<file path="src/rtl/switch_allocator.sv">
// switch_allocator: wormhole output allocator with per-output round-robin arbitration and head-to-tail locks
module switch_allocator #(
  parameter int port_Num = 5,
  parameter int sel_W = $clog2(port_Num)
) (
  input  logic                               clk,
  input  logic                               rst,
  input  logic [port_Num-1:0]                in_Valid,
  input  logic [port_Num-1:0][sel_W-1:0]     in_Port,
  input  logic [port_Num-1:0]                in_Head,
  input  logic [port_Num-1:0]                in_Tail,
  input  logic [port_Num-1:0]                out_Ready,
  output logic [port_Num-1:0]                in_Grant,
  output logic [port_Num-1:0]                out_Valid,
  output logic [port_Num-1:0][sel_W-1:0]     xbar_Sel,
  output logic [port_Num-1:0]                out_Locked
);
  logic [port_Num-1:0] locked, req, go;
  logic [port_Num-1:0][sel_W-1:0] owner, rr_ptr, win;
  logic [sel_W-1:0] idx;
  function automatic logic [sel_W-1:0] wrap(input int v);
    return sel_W'(v >= port_Num ? v - port_Num : v);
  endfunction
  // pick a winner per output (owner when locked, round-robin head otherwise) and drive grants
  always_comb begin
    req = '0;
    win = '0;
    go = '0;
    idx = '0;
    in_Grant = '0;
    out_Valid = '0;
    xbar_Sel = '0;
    for (int o = 0; o < port_Num; o++) begin
      if (locked[o]) begin
        win[o] = owner[o];
        req[o] = in_Valid[owner[o]] && in_Port[owner[o]] == sel_W'(o) && !in_Head[owner[o]];
      end else
        for (int k = port_Num - 1; k >= 0; k--) begin
          idx = wrap(int'(rr_ptr[o]) + k);
          if (in_Valid[idx] && in_Port[idx] == sel_W'(o) && in_Head[idx]) begin
            req[o] = 1'b1;
            win[o] = idx;
          end
        end
      go[o] = rst && req[o] && out_Ready[o];
      if (go[o]) begin
        in_Grant[win[o]] = 1'b1;
        out_Valid[o] = 1'b1;
        xbar_Sel[o] = win[o];
      end
    end
  end
  // on each transfer: heads advance the pointer and claim the output, tails release it
  always_ff @(posedge clk)
    if (!rst) begin
      locked <= '0;
      owner <= '0;
      rr_ptr <= '0;
    end else
      for (int o = 0; o < port_Num; o++)
        if (go[o]) begin
          locked[o] <= !in_Tail[win[o]];
          if (!locked[o]) begin
            rr_ptr[o] <= wrap(int'(win[o]) + 1);
            owner[o] <= win[o];
          end
        end
  assign out_Locked = locked;
endmodule

</file>
<file path="config.mk">
export PLATFORM = sky130hd
export DESIGN_NAME = switch_allocator
export DESIGN_NICKNAME = d
export VERILOG_FILES = /design/src/rtl/switch_allocator.sv
export SDC_FILE = /design/constraint.sdc
export NUM_CORES = 1
export LEC_CHECK = 0
export CELL_PAD_IN_SITES_DETAIL_PLACEMENT = 0
export CELL_PAD_IN_SITES_GLOBAL_PLACEMENT = 1
export CORE_UTILIZATION = 42
export DETAILED_ROUTE_END_ITERATION = 8
export DONT_BUFFER_PORTS = 1
export HOLD_SLACK_MARGIN = 0.06
export PLACE_DENSITY_LB_ADDON = 0.1
export SYNTH_ARGS = -nofsm -noshare
export SYNTH_HDL_FRONTEND = slang
export SYNTH_SLANG_ARGS = --single-unit
</file>
<file path="constraint.sdc">
create_clock -name clk -period 6.63 [get_ports clk]
set_input_delay 1.326 -clock clk [delete_from_list [all_inputs] [get_ports clk]]
set_output_delay 1.326 -clock clk [all_outputs]
set_load 0.02 [all_outputs]
</file>
Yosys cells after proc, flatten, opt, wreduce, memory -nomap -nowiden
Index checks and enable logic that the tools add are counted.

Memories: 0. Register bits: 35. Word-level logic and storage cells: 574. Memory bits (read-only): 0. Latch bits: 0. RAM bits: 0.

Divide/modulo/power cells: 0. Muxes and demuxes: 305. Shift-type cells: 0. $mul: 0. Reductions and logical operators: 96. Order comparisons: 70. Equality and inequality tests: 24. Bitwise gates (word level): 9. Add/subtract/negate cells: 55.

Operator list (number): 3-bit two-way mux (95); 3-bit binary-select mux with 3-bit select (30); 1-bit binary-select mux with 3-bit select (65); 3-bit by 4-bit < comparator with 1-bit output, second input constant (35); 1-bit two-way mux (105); 4-bit by 3-bit greater-or-equal comparator with 1-bit output, second input constant (25); 3-bit subtractor, second input constant (30); 1-bit logical AND (75); 3-bit by 1-bit adder with 4-bit output, second input constant (10); 3-bit by 2-bit adder with 4-bit output, second input constant (10); 3-bit by 2-bit == test with 1-bit output, second input constant (12); 5-bit two-way mux (5); 3-bit by 3-bit adder with 4-bit output, second input constant (5); 5-bit OR (4); 3-bit by 1-bit == test with 1-bit output, second input constant (6); 3-bit == test, second input constant (6); 3-bit logical NOT (6); 1-bit demux with 3-bit select (5); 3-bit by 1-bit greater-or-equal comparator with 1-bit output, second input constant (5); 3-bit greater-or-equal comparator, second input constant (5); 1-bit logical NOT (10); 2-bit AND reduction (5); 1-bit NOT (5).

Logic depth before layout (Yosys ltp)
Word-level depth: 27. Depth in mapped cells: 21. Depth with buffers taken out: 19.

Worst setup path after synthesis
Ideal clock, no wire load.

Kind: input-to-output. Start point: input in_Port[0] (netlist name). End point: output in_Grant[1]. Stages: 11. Setup slack: 1.087 ns. Arrival: 4.217 ns. Data required time: 5.304 ns. Buffers on the path: 0. Path through: nor3b_1 > nand3_1 > mux4_2 > nor2b_1 > nor2_1 > o2111a_1 > a31oi_2 > inv_1 > nor2_1 > a221oi_1 > nand3_1.

Longest elaborated chain between the ends: 24. Elaborated cells between the ends (all ways): 254. Those cells by class: order compare: 10; eq/ne: 24; mux: 135; bitwise: 4; reduce/logical: 81.

Ends and longest elaborated chain: start: declaration (line 9) `input logic [port_Num-1:0][sel_W-1:0] in_Port,`; 3-bit binary-select mux with 3-bit select (line 40) `if (in_Valid[idx] && in_Port[idx] == sel_W'(o) && in_Head[idx]) begin`; 3-bit two-way mux (implied by the code) (line 40); 3-bit logical NOT (line 40); 1-bit logical AND (2 in series) (line 40); 3-bit two-way mux (5 in series) (line 40); 3-bit two-way mux (line 34) `if (locked[o]) begin`; 3-bit by 4-bit < comparator with 1-bit output (implied by the code) or 3-bit by 1-bit greater-or-equal comparator with 1-bit output (tied branches) (line 47) `in_Grant[win[o]] = 1'b1;`; 1-bit logical AND (implied by the code) (line 47); [3 not listed]; 5-bit OR (no line); 5-bit two-way mux (line 46) `if (go[o]) begin`; 5-bit OR (no line); 5-bit two-way mux (line 46); 5-bit OR (no line); 5-bit two-way mux (line 46); 5-bit OR (no line); 5-bit two-way mux * (line 46); end: declaration (line 13) `output logic [port_Num-1:0] in_Grant,`.

Mark *: on every way between the ends. The rest lies on a longest branch, timed or not. The select of a mux whose other input is x is not followed.

Final worst setup path
Start point: register rr_ptr[0] (netlist name). End point: output in_Grant[4].

Longest elaborated chain between the ends: 27. Elaborated cells between the ends (all ways): 92. Those cells by class: add/sub: 9; order compare: 7; mux: 54; bitwise: 4; reduce/logical: 18.

Ends and longest elaborated chain: start: declaration (line 19) `logic [port_Num-1:0][sel_W-1:0] owner, rr_ptr, win;`; start signal: indexed assignment (line 64) `rr_ptr[o] <= wrap(int'(win[o]) + 1);`; 3-bit by 3-bit adder with 4-bit output (line 39) `idx = wrap(int'(rr_ptr[o]) + k);`; 4-bit by 3-bit greater-or-equal comparator with 1-bit output or 3-bit subtractor (tied branches) (line 22) `return sel_W'(v >= port_Num ? v - port_Num : v);`; 3-bit two-way mux (line 22); 3-bit binary-select mux with 3-bit select (line 40); 3-bit two-way mux (implied by the code) (line 40); 3-bit logical NOT (line 40); 1-bit logical AND (2 in series) (line 40); 3-bit two-way mux (5 in series) (line 40); [6 not listed]; 5-bit OR (no line); 5-bit two-way mux * (line 46); 5-bit OR (no line); 5-bit two-way mux * (line 46); 5-bit OR (no line); 5-bit two-way mux * (line 46); 5-bit OR (no line); 5-bit two-way mux * (line 46).

Marks and branches as above.

==> qor.txt <==
ys flop type: dfxtp_1
final wirelength: 28210 µm
drt wl/cell: 20.62 µm
Post-Synth Simple-Gate Area: 32.69%
CTS Sinks: 35
leak pwr: 3.224 nW
clock latency on the worst-skew pair: 0.30 ns
post-synthesis sequential area ratio: 8.693%
reg2reg start: rr_ptr[9]$_SDFFE_PN0P_
Starting Density: 42.95%
post-synthesis sequential element count: 35
post-synth top area cell: dfxtp_1
PwrDens: 154.9 nW/µm²
ys async rst share: 0%
Filler Cells Inserted: 1997
skew final: 0.008658 ns
root buffer cell: clkbuf_16
CTS tree: yes
Worst Path Max Fanout: 11
Ys Warns: 0
area growth from synthesis to layout: 5.030%
FF-to-FF setup slack: 1.72 ns
largest net degree at the start of global routing: 30
Hold Slack: 0.5168 ns
top cells by area, synth: dfxtp_1 8.7%, ha_1 7.6%, mux2i_1 7.1%
vias in the first global route: 8401
Syn Nets: 1238
critical path launch point: rr_ptr[0]$_SDFFE_PN0P_
syn avg cell area: 7.027 µm²
compound-gate portion of the synthesized area: 31.93%
total number of vias: 8794
Final Hold Viols: 0
initial antenna violation count: 0
fin nets: 1224
largest family of logic cells by synthesized area: simple AND/OR/NAND/NOR gates
DRT iter0 DRCs: 544
HP Class: register to register
kind of critical path: register to primary output
Core Box Area: 18770 µm²
Startpoint Class: register
max_cap viols: 0
first-pass GRT wire length: 45480 µm
GRT overflow: 0
IO Pins: 67
VDD IR max: 0.08054 mV
layout cell share with drive strength beyond 1: 8.377%
drt pass-1 iters: 7
GRT Util Overall: 28.75%
IO Port Bufs: 0
Clock transition at path regs: 0.06 ns
Area after DPL: 8318 µm²
die area: 19750 µm²
f_max: 163.7 MHz
number of buffers created by CTS: 5
CTS H-Tree Depth: 2
EDFF count, synth: 0
final instance area: 8466 µm²
mux share of post-synthesis cell area: 9.686%
fin. max-slew vios: 0
diode count: 0
Synth cell types: 103
Max clock buf depth: 2
hold-fix buffers at CTS: 0
RSZ-0062 raised after global routing: false
min Tclk post-route: 6.109 ns
R2R depth: 17
reg2reg end: rr_ptr[10]$_SDFFE_PN0P_
Post-Syn Area: 8060 µm²
top post-synthesis cells by count: 103 x nor2_1, 91 x nand2_1, 77 x a21oi_1
post-DP HPWL: 22430 µm
Worst-Margin Slew: 1.217 ns
outcome: finished clean
most common cell in the synthesized netlist: nor2_1
headroom to the max-slew limit: 18.78%
Final Core Density: 45.11%
CP Capture Point: in_Grant[4]
post-route ant nets: 0
routability-driven placement congestion ratio: 0.9461
Critical Path AT: 4.78 ns
Vert. Die Dim: 140.5 µm
Setup crit end kind: primary output
period utilisation layout: 92.14%
share of the synthesized area in the top cell type: 8.693%
synthesized-area fraction occupied by adder cells: 8.848%
DRC errors left: 0
Row Count: 50
vias per std cell: 6.428
Post-Syn Instances: 1147
Hold Path Depth: 2
final setup fails: 0
Synth Area in XOR/XNOR: 2.918%
Sum Neg Setup Slack: 0 ns
CP required: 5.30 ns
Die X: 140.5 µm
==> worst max-delay path, stage by stage (launching register included) <==
cell and delay (ns):
dfxtp_1 0.58, inv_1 0.24, ha_1 0.55, inv_1 0.25, nand3_1 0.14, a21oi_1 0.10
o31ai_1 0.55, a2bb2oi_1 0.15, o41a_1 0.38, o31ai_2 0.49, inv_1 0.24, nor2_1 0.42
nor4_1 0.11, o21ai_0 0.28
==> where the power goes <==
group          total (mW)  switching (mW)  internal (mW)
Sequential          0.264          0.0400          0.224
Clock               0.242           0.103          0.139
Combinational       0.805           0.496          0.309
Total                1.31           0.639          0.673
==> cell type report <==
class	count	area, µm²	share of cell area [%]
clock inverters	1	5.005	0.05912
well taps	234	292.8	3.458
multi-input cells	1011	6947	82.06
repair buffers	23	172.7	2.040
flip-flops and latches	35	701.9	8.291
inverters	57	214.0	2.527
clock buffers	7	132.6	1.567
==> how the worst min path moves through the flow <==
stage | from | endpoint | slack (ns)
final | owner[8]$_SDFFE_PN0P_ | owner[8]$_SDFFE_PN0P_ | 0.52
after global routing | owner[8]$_SDFFE_PN0P_ | owner[8]$_SDFFE_PN0P_ | 0.56
after CTS | owner[8]$_SDFFE_PN0P_ | owner[8]$_SDFFE_PN0P_ | 0.51
after detailed placement | owner[8]$_SDFFE_PN0P_ | owner[8]$_SDFFE_PN0P_ | 0.50
after global placement | owner[8]$_SDFFE_PN0P_ | owner[8]$_SDFFE_PN0P_ | 0.50
after floorplan | owner[8]$_SDFFE_PN0P_ | owner[8]$_SDFFE_PN0P_ | 0.48
==> flip-flops by register name, indices dropped and copies added, names as in the netlist <==
signal,count
out_Locked,5
rr_ptr,15
owner,15
==> stage by stage <==
stage / power [mW] / worst slack, ns / instances
floorplan: 0.8884 / 1.087 / 1147
global placement: 1.065 / 0.6510 / 1360
detailed placement: 1.061 / 0.7049 / 1360
CTS: 1.308 / 0.3563 / 1368
global route: 1.413 / 0.1182 / 1368
finish: 1.312 / 0.5214 / 1368
==> cells in the final DEF, fill, tap and decap left out, drive strengths merged, types with 9 or more instances in the layout <==
cell type,count
buf,23
nor2b,30
inv,55
mux2,11
ha,49
o21a,10
and2,21
a21oi,78
o21ai,67
nand4,11
and3,13
o31ai,18
nand2,91
dfxtp,35
a31oi,14
and3b,9
o211ai,19
o22ai,15
a311oi,11
nand3,53
mux2i,61
a221oi,10
nor4,20
nor2,104
xnor2,25
a21o,13
or3,17
nand3b,13
nand2b,23
nor3,40
a211oi,17
or2,14
==> kinds of logic after synthesis <==
logic type | after synthesis
muxes | 73
AOI/OAI and AO/OA | 364
adders and majority gates | 54
DFF | 35
and+or+nand+nor | 494
buffers and inverters | 101
xor gates and xnor gates | 26
==> per-layer routing <==
| layer | up-vias | part of all wire (%) | track usage, % |
|---|---|---|---|
| met5 | - | 0 | 0 |
| met4 | 0 | 1.7 | 7.666 |
| met3 | 29 | 5.3 | 4.410 |
| met2 | 243 | 49 | 50.13 |
| met1 | 4181 | 44 | 36.70 |
| li1 | 4341 | - | - |
==> what timing repair did <==
| action | 4_1_cts | 5_1_grt |
|---|---|---|
| setup endpoints to repair | 0 | 4 |
| resized for setup | 0 | 2 |
| buffers inserted | 0 | 0 |
Power figures use the tool's default switching activity.
